`config.mk`:
```
export PLATFORM = sky130hd
export DESIGN_NAME = ahb_sim_ctrl_mon_flat
export DESIGN_NICKNAME = d
export VERILOG_FILES = /design/src/rtl/ahb_sim_ctrl_mon_if.sv /design/src/rtl/ahb_sim_ctrl_mon.sv /design/src/flat_wrapper.sv
export SDC_FILE = /design/constraint.sdc
export NUM_CORES = 1
export LEC_CHECK = 0
export BUFFER_PORTS_ARGS = -buffer_cell sky130_fd_sc_hd__buf_2
export CAP_MARGIN = 20
export CORE_MARGIN = 5
export CORE_UTILIZATION = 43
export DETAILED_ROUTE_END_ITERATION = 6
export SYNTH_ARGS = -nofsm -noshare
export SYNTH_HDL_FRONTEND = slang
export SYNTH_SLANG_ARGS = --single-unit
```
`constraint.sdc`:
```
create_clock -name clk -period 3.1 [get_ports clk]
set_clock_uncertainty 0.1 [all_clocks]
set_input_delay 0.465 -clock clk [delete_from_list [all_inputs] [get_ports clk]]
set_output_delay 0.465 -clock clk [all_outputs]
set_load 0.1 [all_outputs]
```
`src/rtl/ahb_sim_ctrl_mon_if.sv`:
```
// AHB-Lite snoop bundle: the bus master drives it, the simulation-control monitor observes it.
interface ahb_sim_ctrl_mon_if #(
    parameter int unsigned HADDR_W = 32,
    parameter int unsigned HDATA_W = 32
);
    logic [1:0]         htrans;
    logic [HADDR_W-1:0] haddr;
    logic               hwrite;
    logic [HDATA_W-1:0] hwdata;
    logic               hready;

    modport master (output htrans, haddr, hwrite, hwdata, hready);
    modport slave  (input  htrans, haddr, hwrite, hwdata, hready);
endinterface

```
`src/rtl/ahb_sim_ctrl_mon.sv`:
```
// Simulation-control monitor: decodes AHB mailbox writes into pass/fail/console events,
// buffers console characters and runs the retire watchdog and global cycle timeout.
module ahb_sim_ctrl_mon #(
    parameter int unsigned        HADDR_W    = 32,
    parameter int unsigned        HDATA_W    = 32,
    parameter logic [HADDR_W-1:0] MBOX_ADDR  = 32'h6000fff8,
    parameter logic [HDATA_W-1:0] PASS_CODE0 = 32'h00000fff,
    parameter logic [HDATA_W-1:0] PASS_CODE1 = 32'hffff0000,
    parameter logic [HDATA_W-1:0] FAIL_CODE0 = 32'h00000eee,
    parameter logic [HDATA_W-1:0] FAIL_CODE1 = 32'heeee0000,
    parameter int unsigned        RET_LANES  = 1,
    parameter int unsigned        WDOG_WIN   = 5000,
    parameter int unsigned        MAX_CYCLES = 0,
    parameter int unsigned        FIFO_DEPTH = 16,
    parameter int unsigned        CNT_W      = 32
) (
    input  logic                 clk,
    input  logic                 rst_b,
    ahb_sim_ctrl_mon_if.slave    bus,
    input  logic [RET_LANES-1:0] retire,
    output logic [7:0]           chr_data,
    output logic                 chr_valid,
    input  logic                 chr_ready,
    output logic                 chr_ovf,
    output logic                 done,
    output logic [2:0]           status,
    output logic [CNT_W-1:0]     cycle_cnt,
    output logic [CNT_W-1:0]     retire_total
);

    typedef enum logic [2:0] {
        ST_RUN     = 3'd0,
        ST_PASS    = 3'd1,
        ST_FAIL    = 3'd2,
        ST_HANG    = 3'd3,
        ST_TIMEOUT = 3'd4
    } state_t;

    localparam int unsigned POP_W = $clog2(RET_LANES + 1);
    localparam int unsigned WIN_W = (WDOG_WIN > 1) ? $clog2(WDOG_WIN) : 1;
    localparam int unsigned PTR_W = $clog2(FIFO_DEPTH);

    state_t state_q, state_d;
    logic   running;
    assign running = (state_q == ST_RUN);

    // Address-phase capture; held across data-phase wait states.
    logic ap_valid;
    always_ff @(posedge clk or negedge rst_b) begin
        if (!rst_b)          ap_valid <= 1'b0;
        else if (bus.hready) ap_valid <= bus.htrans[1] && bus.hwrite && (bus.haddr == MBOX_ADDR);
    end

    logic mb_fire, is_pass, is_fail, push;
    assign mb_fire = ap_valid && bus.hready && running;
    assign is_pass = (bus.hwdata == PASS_CODE0) || (bus.hwdata == PASS_CODE1);
    assign is_fail = (bus.hwdata == FAIL_CODE0) || (bus.hwdata == FAIL_CODE1);
    assign push    = mb_fire && !is_pass && !is_fail;

    logic [POP_W-1:0] ret_pop;
    always_comb begin
        ret_pop = '0;
        for (int unsigned i = 0; i < RET_LANES; i++) ret_pop = ret_pop + POP_W'(retire[i]);
    end

    logic [CNT_W:0] ret_sum, cyc_inc;
    assign ret_sum = {1'b0, retire_total} + (CNT_W+1)'(ret_pop);
    assign cyc_inc = {1'b0, cycle_cnt} + (CNT_W+1)'(1);

    always_ff @(posedge clk or negedge rst_b) begin
        if (!rst_b) begin
            retire_total <= '0;
            cycle_cnt    <= '0;
        end else begin
            retire_total <= ret_sum[CNT_W] ? '1 : ret_sum[CNT_W-1:0];
            if (running && !cyc_inc[CNT_W]) cycle_cnt <= cyc_inc[CNT_W-1:0];
        end
    end

    logic timeout;
    assign timeout = (MAX_CYCLES != 0) && (cyc_inc == (CNT_W+1)'(MAX_CYCLES));

    // Window end counts retirements seen in that same cycle, hence the live |retire term.
    logic [WIN_W-1:0] win_cnt;
    logic             win_seen, win_end, hang;
    assign win_end = (win_cnt == WIN_W'(WDOG_WIN - 1));
    assign hang    = (WDOG_WIN != 0) && win_end && !win_seen && (retire == '0);

    always_ff @(posedge clk or negedge rst_b) begin
        if (!rst_b) begin
            win_cnt  <= '0;
            win_seen <= 1'b0;
        end else if (running) begin
            if (win_end) begin
                win_cnt  <= '0;
                win_seen <= 1'b0;
            end else begin
                win_cnt  <= win_cnt + WIN_W'(1);
                win_seen <= win_seen | (|retire);
            end
        end
    end

    always_ff @(posedge clk or negedge rst_b) begin
        if (!rst_b) state_q <= ST_RUN;
        else        state_q <= state_d;
    end

    always_comb begin
        state_d = state_q;
        if (state_q == ST_RUN) begin
            if (mb_fire && is_pass)      state_d = ST_PASS;
            else if (mb_fire && is_fail) state_d = ST_FAIL;
            else if (hang)               state_d = ST_HANG;
            else if (timeout)            state_d = ST_TIMEOUT;
        end
    end

    assign status = state_q;
    assign done   = (state_q != ST_RUN);

    logic [7:0]       mem [FIFO_DEPTH];
    logic [PTR_W-1:0] wr_ptr, rd_ptr;
    logic [PTR_W:0]   count;
    logic             full, pop, push_ok;

    assign full    = (count == (PTR_W+1)'(FIFO_DEPTH));
    assign pop     = chr_valid && chr_ready;
    assign push_ok = push && (!full || pop);

    always_ff @(posedge clk or negedge rst_b) begin
        if (!rst_b) begin
            wr_ptr  <= '0;
            rd_ptr  <= '0;
            count   <= '0;
            chr_ovf <= 1'b0;
        end else begin
            if (push_ok)         wr_ptr  <= wr_ptr + PTR_W'(1);
            if (pop)             rd_ptr  <= rd_ptr + PTR_W'(1);
            if (push && !push_ok) chr_ovf <= 1'b1;
            case ({push_ok, pop})
                2'b10:   count <= count + (PTR_W+1)'(1);
                2'b01:   count <= count - (PTR_W+1)'(1);
                default: ;
            endcase
        end
    end

    always_ff @(posedge clk) begin
        if (push_ok) mem[wr_ptr] <= bus.hwdata[7:0];
    end

    assign chr_valid = (count != '0);
    assign chr_data  = chr_valid ? mem[rd_ptr] : '0;

endmodule
```
`src/flat_wrapper.sv`:
```
// flat-port wrapper written by rule: the top's interface ports become plain ports
module ahb_sim_ctrl_mon_flat 
#(
    parameter int unsigned        HADDR_W    = 32,
    parameter int unsigned        HDATA_W    = 32,
    parameter logic [HADDR_W-1:0] MBOX_ADDR  = 32'h6000fff8,
    parameter logic [HDATA_W-1:0] PASS_CODE0 = 32'h00000fff,
    parameter logic [HDATA_W-1:0] PASS_CODE1 = 32'hffff0000,
    parameter logic [HDATA_W-1:0] FAIL_CODE0 = 32'h00000eee,
    parameter logic [HDATA_W-1:0] FAIL_CODE1 = 32'heeee0000,
    parameter int unsigned        RET_LANES  = 1,
    parameter int unsigned        WDOG_WIN   = 5000,
    parameter int unsigned        MAX_CYCLES = 0,
    parameter int unsigned        FIFO_DEPTH = 16,
    parameter int unsigned        CNT_W      = 32
)
  (clk, rst_b, retire, chr_data, chr_valid, chr_ready, chr_ovf, done, status, cycle_cnt, retire_total, bus_htrans, bus_haddr, bus_hwrite, bus_hwdata, bus_hready);
  ahb_sim_ctrl_mon_if #(.HADDR_W(HADDR_W), .HDATA_W(HDATA_W)) bus_i ();
  input  logic clk;
  input  logic rst_b;
  input  logic [RET_LANES-1:0] retire;
  output logic [7:0] chr_data;
  output logic chr_valid;
  input  logic chr_ready;
  output logic chr_ovf;
  output logic done;
  output logic [2:0] status;
  output logic [CNT_W-1:0] cycle_cnt;
  output logic [CNT_W-1:0] retire_total;
  input wire logic [$bits(bus_i.htrans)-1:0] bus_htrans;
  input wire logic [$bits(bus_i.haddr)-1:0] bus_haddr;
  input wire logic [$bits(bus_i.hwrite)-1:0] bus_hwrite;
  input wire logic [$bits(bus_i.hwdata)-1:0] bus_hwdata;
  input wire logic [$bits(bus_i.hready)-1:0] bus_hready;
  assign bus_i.htrans = bus_htrans;
  assign bus_i.haddr = bus_haddr;
  assign bus_i.hwrite = bus_hwrite;
  assign bus_i.hwdata = bus_hwdata;
  assign bus_i.hready = bus_hready;
  ahb_sim_ctrl_mon #(.HADDR_W(HADDR_W), .HDATA_W(HDATA_W), .MBOX_ADDR(MBOX_ADDR), .PASS_CODE0(PASS_CODE0), .PASS_CODE1(PASS_CODE1), .FAIL_CODE0(FAIL_CODE0), .FAIL_CODE1(FAIL_CODE1), .RET_LANES(RET_LANES), .WDOG_WIN(WDOG_WIN), .MAX_CYCLES(MAX_CYCLES), .FIFO_DEPTH(FIFO_DEPTH), .CNT_W(CNT_W)) u_core (.clk(clk), .rst_b(rst_b), .bus(bus_i), .retire(retire), .chr_data(chr_data), .chr_valid(chr_valid), .chr_ready(chr_ready), .chr_ovf(chr_ovf), .done(done), .status(status), .cycle_cnt(cycle_cnt), .retire_total(retire_total));
endmodule
```
==> metrics list, run 1 <==
- The run finished, with violations left.
- The checks that failed: setup timing.
- For this run, the share of the core covered by cells in the final layout is 0.538.
- STA classifies the critical path startpoint as a flop.
- The number of clock buffers added by TritonCTS is 25.
* Antenna-violating nets left: 0
- Average wire per standard cell: 19.2 um
- CTS saw 223 sinks.
- Number of placed cells counting well taps: 1,128
* Data required time at the worst endpoint: 2.53 ns
- Count of warnings emitted by yosys: 0
- After floorplanning, the core was divided into 55 placement rows.
- Maximum count of clock buffers along a single path: 3
* Relative max-transition margin: 0.571
- Crit Path Category: flop to output pin
- The cell that appears most often on the critical path is sky130_fd_sc_hd__buf_12.
- Most common flop cell mapped by yosys: sky130_fd_sc_hd__edfxtp_1
- Before CTS, the worst setup slack after placement is -0.0496 ns.
* # nets final: 963
- Fillers: 1,874
- Number of pins with negative max-slew slack in the final report: 0
* Period Utilization, post-route: 1.00
* Final Worst Setup Slack: -0.00574 ns
- Cell-internal power: 6.56 mW
- Clock-pin slew was measured on the worst setup and hold paths at 0.06 ns.
* Combinational Power Share: 0.383
* Critical path fanouts, max: 8
- Summed over all nets, the switching power comes to 3.67 mW.
- Multi-input combinational cell area: 3510 um2
- Setup repair after global routing could not meet its margin everywhere.
- Routed WL: 22.7 mm
- The share of total power dissipated in sequential elements is 0.346.
- Number of max-capacitance violations reported: 0
* Post-synthesis net count: 772
- For the worst setup path, the data arrival time is 2.54 ns.
- Highest achievable clock rate: 322 MHz
* Detail-routed via count per cell: 5.45
- Each instance of the synthesized netlist takes up on average 14.4 um2.
* Clock power share: 0.271
- Top Ports: 150
- Worst IR Drop VDD: 1.22 mV
- On the final layout, the worst hold slack is 0.0908 ns.
- Count of different cell masters after synthesis: 55
- In the routed design, unresolved DRC markers number 0.
* Number of DRC markers after the initial detailed-route iteration: 427
- Clock tree from TritonCTS: done
* Inserted Diodes: 0
- CORE AREA: 22,600 um2
- Horizontal die dimension: 161 um
- Worst-skew pair later-pin latency: 0.51 ns
* Deepest level of the CTS H-tree: 1
- Detailed Routing Iterations Pass 1: 5
* Storage element area: 6220 um2
- Tot GR Track Use: 0.170
* Vias after detailed routing: 6,431
- The worst setup path is captured at an output pin.
- Ys async rst share: 0.426
- Summed over all layers, the global routing overflow is 0.
- Traced cell by cell, the critical path runs through buf_12 -> buf_12 -> mux4_2 -> mux4_2 -> and2_4 -> buf_12.
- Total of buffers placed on input and output ports: 147
* Number of cells in the finished layout apart from fillers: 1,180
- At the end of routability-driven placement, the weighted congestion stood at 0.846.
- Power Density: 841 nW/um2
- After layout, the minimum clock period comes to 3.11 ns.
- For this design, the slowest cell found on the critical path is sky130_fd_sc_hd__mux4_2.
- The analysis attributes to cell leakage a power of 5.09 nW.
* Setup tns final: -0.00574 ns
* Signed area change from the synthesized netlist to the final layout: 23.4%
- The floorplan step defined a die boundary enclosing 26,100 um2.
* Sequential cell area fraction in the yosys report: 0.630
* Final hold violations: 0
- The tree is rooted in a sky130_fd_sc_hd__clkbuf_16.
- Setup violations remaining at the end of the flow were counted as 1.
- Of the cells placed in the final design, the portion with a size suffix greater than 1 is 0.323.
* Fraction of power spent switching nets: 0.359
- Path category of the worst min-delay check: primary input to flop
- Cell area after synthesis: 9870 um2
* Die outline height: 161 um
- Entering global routing, the biggest net connects 35 pins.
* Vias in the first global route: 6,643
- For the pin with the worst max-slew slack, the measured transition is 0.643 ns.
- Number of flops mapped to enable cells by yosys: 128
- Number of register bits inferred by synthesis: 223
* Initial antenna violation count: 0
* Maximum single-stage delay on the critical path: 0.53 ns
* Post-Syn Instances: 687
* Total half-perimeter wirelength after legalization and detailed placement: 15.8 mm
* Starting density of the core: 0.436
- The first global-routing pass estimated 35.6 mm of wire.
-- cells by family (layout without fill, tap and decap cells) --
| group | count (synthesis) | after routing | synth area share |
|---|---|---|---|
| AO/OA/AOI/OAI | 31 | 31 | 0.0211 |
| XOR/XNOR | 74 | 74 | 0.0657 |
| adder cells (fa/ha/maj) | 13 | 13 | 0.0172 |
| buffers and inverters | 33 | 241 | 0.0159 |
| flip-flops | 223 | 223 | 0.630 |
| multiplexers | 49 | 49 | 0.102 |
| other | 1 | 1 | 0.000380 |
| AND/OR/NAND/NOR | 263 | 263 | 0.148 |
-- repair_timing --
item | 4_1_cts | 5_1_grt
pin swaps | 0 | 5
hold buffers | 1 | 0
setup buffers | 1 | 2
resized for setup | 15 | 22
cloned | 0 | 4
setup endpoints to repair | 8 | 8
hold endpoints to repair | 30 | 0
-- Yosys cell counts, types with 3 or more instances --
master | instances | area [um2]
sky130_fd_sc_hd__nor4b_1 | 3 | 26.3
sky130_fd_sc_hd__edfxtp_1 | 128 | 3840
sky130_fd_sc_hd__mux2_2 | 5 | 56.3
sky130_fd_sc_hd__or4_1 | 4 | 30.0
sky130_fd_sc_hd__nor4_1 | 10 | 62.6
sky130_fd_sc_hd__nand2_1 | 71 | 267
sky130_fd_sc_hd__a21o_1 | 6 | 45.0
sky130_fd_sc_hd__nand4_1 | 25 | 156
sky130_fd_sc_hd__nand3_1 | 28 | 140
sky130_fd_sc_hd__nor3_1 | 13 | 65.1
sky130_fd_sc_hd__xor2_1 | 23 | 201
sky130_fd_sc_hd__dfrtp_1 | 95 | 2380
sky130_fd_sc_hd__or3_1 | 3 | 18.8
sky130_fd_sc_hd__o21ai_0 | 6 | 30.0
sky130_fd_sc_hd__clkbuf_1 | 11 | 41.3
sky130_fd_sc_hd__and4_1 | 9 | 78.8
sky130_fd_sc_hd__nand4b_1 | 3 | 26.3
sky130_fd_sc_hd__and2_1 | 14 | 87.6
sky130_fd_sc_hd__inv_1 | 10 | 37.5
sky130_fd_sc_hd__buf_2 | 5 | 25.0
sky130_fd_sc_hd__o22ai_1 | 3 | 18.8
sky130_fd_sc_hd__mux4_2 | 40 | 901
sky130_fd_sc_hd__nor2_1 | 29 | 109
sky130_fd_sc_hd__mux2i_1 | 3 | 30.0
sky130_fd_sc_hd__buf_6 | 3 | 33.8
sky130_fd_sc_hd__xnor2_1 | 51 | 447
sky130_fd_sc_hd__and3_1 | 29 | 181
sky130_fd_sc_hd__a21oi_1 | 10 | 50.1
sky130_fd_sc_hd__ha_1 | 12 | 150
sky130_fd_sc_hd__nand2b_1 | 5 | 31.3
-- per-layer routing --
| metal | up-vias | part of all wire | track usage |
|---|---|---|---|
| li1 | 2971 | - | - |
| met1 | 3227 | 0.40 | 0.215 |
| met2 | 199 | 0.52 | 0.305 |
| met3 | 34 | 0.053 | 0.0306 |
| met4 | 0 | 0.024 | 0.0430 |
| met5 | - | 0 | 0 |
-- stage by stage --
step	power [mW]	cell area [um2]
2_1_floorplan	6.17	9880
3_3_place_gp	6.84	11100
3_5_place_dp	6.90	11100
4_1_cts	9.85	12000
5_1_grt	10.7	12200
6_report	10.2	12200
-- cells in the final DEF (no fill, tap or decap), types with 6 or more instances in the layout --
| master | netlist | layout |
|---|---|---|
| sky130_fd_sc_hd__and2_1 | 14 | 7 |
| sky130_fd_sc_hd__inv_1 | 10 | 10 |
| sky130_fd_sc_hd__o21ai_0 | 6 | 6 |
| sky130_fd_sc_hd__edfxtp_1 | 128 | 128 |
| sky130_fd_sc_hd__dfrtp_1 | 95 | 93 |
| sky130_fd_sc_hd__buf_2 | 5 | 138 |
| sky130_fd_sc_hd__nor2_1 | 29 | 29 |
| sky130_fd_sc_hd__nor3_1 | 13 | 13 |
| sky130_fd_sc_hd__ha_1 | 12 | 12 |
| sky130_fd_sc_hd__nand4_1 | 25 | 25 |
| sky130_fd_sc_hd__buf_4 | 1 | 30 |
| sky130_fd_sc_hd__a21o_1 | 6 | 6 |
| sky130_fd_sc_hd__xnor2_1 | 51 | 51 |
| sky130_fd_sc_hd__a21oi_1 | 10 | 10 |
| sky130_fd_sc_hd__xor2_1 | 23 | 23 |
| sky130_fd_sc_hd__nand2_1 | 71 | 71 |
| sky130_fd_sc_hd__and4_1 | 9 | 9 |
| sky130_fd_sc_hd__clkbuf_1 | 11 | 7 |
| sky130_fd_sc_hd__buf_12 | 0 | 12 |
| sky130_fd_sc_hd__and3_1 | 29 | 29 |
| sky130_fd_sc_hd__nor4_1 | 10 | 10 |
| sky130_fd_sc_hd__mux4_2 | 40 | 40 |
| sky130_fd_sc_hd__clkbuf_16 | 0 | 28 |
| sky130_fd_sc_hd__nand3_1 | 28 | 28 |
| sky130_fd_sc_hd__and2_4 | 0 | 7 |
-- area by class of cell --
| class | count | area share |
|---|---|---|
| flip-flops and latches | 223 | 0.511 |
| inverters | 11 | 0.00349 |
| clock buffers | 35 | 0.0569 |
| clock inverters | 9 | 0.00668 |
| repair buffers | 186 | 0.104 |
| multi-input cells | 431 | 0.289 |
| well taps | 285 | 0.0293 |
-- final timing paths --
check	start	to	slack, ns	cells past startpoint
max in group asynchronous	rst_b	u_core.retire_total[21]$_DFF_PN0_	1.79	3
worst min register to register	u_core.cycle_cnt[20]$_DFFE_PN0P_	u_core.cycle_cnt[20]$_DFFE_PN0P_	0.39	1
worst max register to register	u_core.count[1]$_DFFE_PN0P_	u_core.count[4]$_DFFE_PN0P_	0.34	11
worst min-delay path	bus_hready	u_core.ap_valid$_DFFE_PN0P_	0.09	2
min in group asynchronous	rst_b	u_core.cycle_cnt[13]$_DFFE_PN0P_	0.33	2
worst max-delay path	u_core.rd_ptr[0]$_DFFE_PN0P_	chr_data[4]	-0.006	6
-- flip-flops by register name (all words and copies together), names as in the netlist, 2 cells and up --
register,flops
u_core.cycle_cnt,32
u_core.rd_ptr,4
u_core.win_cnt,13
u_core.wr_ptr,4
u_core.retire_total,32
u_core.status,2
u_core.mem,128
u_core.count,5
-- power groups by stage --
stage                     logic [mW]  clock network (mW)  registers [mW]
after global routing            4.10                2.99            3.57
after global placement          3.25                   0            3.59
after floorplan                 2.08                   0            4.09
after detailed placement        3.30                   0            3.60
final                           3.92                2.77            3.54
after CTS                       3.46                2.85            3.55
-- worst max-delay path: cells and delay by family, from the launching register on --
| kind | cells | cell delay, ns |
|---|---|---|
| mux | 2 | 1.03 |
| buf+inv | 3 | 0.45 |
| flops | 1 | 0.37 |
| simple gates | 1 | 0.18 |
(Power assumes the default switching activity.)
==> run 2, diff against run 1 <==
--- a/config.mk
+++ b/config.mk
@@ -7,9 +7,12 @@
 export LEC_CHECK = 0
 export BUFFER_PORTS_ARGS = -buffer_cell sky130_fd_sc_hd__buf_2
 export CAP_MARGIN = 20
+export CELL_PAD_IN_SITES_DETAIL_PLACEMENT = 2
+export CELL_PAD_IN_SITES_GLOBAL_PLACEMENT = 2
 export CORE_MARGIN = 5
-export CORE_UTILIZATION = 43
+export CORE_UTILIZATION = 40
 export DETAILED_ROUTE_END_ITERATION = 6
+export PLACE_DENSITY_LB_ADDON = 0.1
 export SYNTH_ARGS = -nofsm -noshare
 export SYNTH_HDL_FRONTEND = slang
 export SYNTH_SLANG_ARGS = --single-unit
==> run 2 against run 1 <==
Effect of this change: the flow still finishes with violations (setup timing); via count grew 2.9%; sequential share of layout area decreased by 0.64 points; fmax fell by 3.3%; final cell count up 4.2%; sequential power barely moved; hold slack got worse by 0.014 ns; combinational power is 4% higher; clock power rose by 4%; critical path depth rose by 1; critical endpoint is now chr_data[2]; largest cell class unchanged; largest power group unchanged; highest routed layer unchanged.
==> metrics list, run 2 (same netlist as run 1, synthesis figures left out) <==
- The run finished, with violations left.
* Die outline height: 167 um
- Internal power comes to 6.65 mW.
* Number of max-capacitance violations reported: 0
- Crit Path Category: flop to output pin
* Path category of the worst min-delay check: primary input to flop
* # nets final: 969
- Compared with the post-synthesis result, the final layout area differs by 24.9%.
- The finished layout holds 1,229 standard cells, fillers aside.
- The worst setup path is captured at an output pin.
- Failing checks: setup timing
- Clock-pin transition on the worst setup and hold timing paths: 0.06 ns
- Entering global routing, the biggest net connects 52 pins.
- The number of global-route vias before repair came to 7,566.
* Relative max-transition margin: 0.529
- Routed WL: 29.8 mm
- Total half-perimeter wirelength after legalization and detailed placement: 20.5 mm
- Worst IR Drop VDD: 0.979 mV
* Worst-skew pair later-pin latency: 0.51 ns
* Worst endpoint data arrival time: 2.65 ns
- For this design the static power due to leakage is 5.14 nW.
- In the finished design, the share of the clock period the worst path needs comes to 1.04.
- Overflow left after global routing: 0
- Dividing total power by cell area gives a power density of 853 nW/um2.
- The share of total power dissipated in sequential elements is 0.339.
- In the layout the commonest cells are sky130_fd_sc_hd__buf_2, sky130_fd_sc_hd__edfxtp_1, sky130_fd_sc_hd__dfrtp_1.
* Antenna-violating nets left: 0
* Detailed Routing Iterations Pass 1: 4
* Actual slew at the worst max-slew pin: 0.706 ns
* Total of buffers placed on input and output ports: 147
- Detailed routing inserted a total of 6,620 vias.
* Hold slack: 0.0764 ns
- Final Worst Setup Slack: -0.113 ns
- In the routed layout, each cell is associated on average with a via count of 5.39.
- Clock power share: 0.274
- Combinational Power Share: 0.387
- Number of DRC markers after the initial detailed-route iteration: 382
- STA puts the critical path data required time at 2.53 ns.
- TritonCTS built the clock tree.
- The placed instances occupy a cell area of 11,200 um2.
- Maximum count of clock buffers along a single path: 3
- Post-route cell area: 12,300 um2
- Highest achievable clock rate: 311 MHz
- Clock Tree Root: sky130_fd_sc_hd__clkbuf_16
- The first global-routing pass estimated 46.1 mm of wire.
- The initial antenna violation count is 1.
- Max FFs per register: 128
* Most common library cell in the layout ignoring fill and taps: sky130_fd_sc_hd__buf_2
- Of the total power, the share spent switching nets is 0.368.
- Top Ports: 150
- Number of placed cells counting well taps: 1,171
* Layout cells sized above 1: 0.331
* CORE AREA: 24,300 um2
- Setup violations remaining at the end of the flow were counted as 8.
- OpenSTA, run right after detailed placement, puts the worst setup slack at -0.162 ns.
* Setup tns final: -0.455 ns
- The final count of hold timing violations is 0.
- Most flops, register: u_core.mem
- The smallest clock period supported by the final layout is computed as 3.21 ns.
- At the end of routability-driven placement, the weighted congestion stood at 0.772.
- At the end of the flow the core is filled with cells to 0.507.
- In this run the number of H-tree levels came out at 1.
* Fillers: 2,321
- The worst setup path is launched from a flop.
- The completed layout was analyzed and its total power is 10.5 mW.
- CTS buffer count: 26
- Tot GR Track Use: 0.212
* Horizontal die dimension: 167 um
- Critical path fanouts, max: 4
- The final-report max-slew violation count was 0.
* Unrepaired setup endpoints after global routing: yes
* Number of rows in the core area: 57
- DRC: 0
* Number of sinks on the clock net: 223
* Total die area: 27,900 um2
* Regs by FF count: u_core.mem x128, u_core.cycle_cnt x32, u_core.retire_total x32
* Switching component of the power: 3.87 mW
- The initial utilization of the core area, before any placement, comes to 0.406.
- After detailed routing, the average wire length per cell comes to 24.2 um.
run 2: worst paths after layout:
check / endpoint / cells after the start / slack, ns / start
min in group asynchronous: u_core.retire_total[26]$_DFF_PN0_ / 2 / 0.48 / rst_b
worst max-delay path: chr_data[2] / 7 / -0.11 / u_core.rd_ptr[0]$_DFFE_PN0P_
worst min-delay path: u_core.ap_valid$_DFFE_PN0P_ / 2 / 0.08 / bus_hready
worst min register to register: u_core.cycle_cnt[29]$_DFFE_PN0P_ / 1 / 0.39 / u_core.cycle_cnt[29]$_DFFE_PN0P_
worst max register to register: u_core.count[4]$_DFFE_PN0P_ / 11 / 0.17 / u_core.count[1]$_DFFE_PN0P_
max in group asynchronous: u_core.cycle_cnt[20]$_DFFE_PN0P_ / 3 / 1.70 / rst_b
run 2: area by class of cell:
type	count	area, um2	area share
multi-input combinational	431	3520	0.286
inverter	11	42.5	0.00345
timing repair buffer	191	1320	0.107
clock inverter	9	47.5	0.00386
tap	324	405	0.0329
sequential	223	6220	0.505
antenna	1	2.50	0.000203
clock buffer	39	761	0.0617
run 2: timing repair:
action / in CTS / in global routing
hold buffers: 1 / 0
endpoints found under the setup margin: 8 / 9
buffers inserted: 5 / 2
pin swaps: 7 / 0
endpoints found under the hold margin: 44 / 0
cloned: 4 / 0
resized for setup: 46 / 6
run 2: per-layer routing:
metal	vias to the layer above	part of all wire	global-route usage
li1	2980	-	-
met1	3461	0.38	0.256
met2	137	0.56	0.400
met3	42	0.031	0.0263
met4	0	0.026	0.0534
met5	-	0	0
run 2: critical path, stage by stage, from the launching register on:
cell,delay (ns)
sky130_fd_sc_hd__dfrtp_2,0.41
sky130_fd_sc_hd__buf_6,0.13
sky130_fd_sc_hd__buf_8,0.12
sky130_fd_sc_hd__buf_16,0.13
sky130_fd_sc_hd__mux4_2,0.51
sky130_fd_sc_hd__mux4_2,0.50
sky130_fd_sc_hd__and2_4,0.17
sky130_fd_sc_hd__buf_12,0.16
run 2: power by group through the flow:
stage | Sequential, mW | Clock, mW | Combinational (mW)
floorplan | 4.09 | 0 | 2.08
global placement | 3.60 | 0 | 3.27
detailed placement | 3.62 | 0 | 3.35
CTS | 3.56 | 2.94 | 4.11
global route | 3.59 | 3.10 | 4.24
finish | 3.57 | 2.88 | 4.07
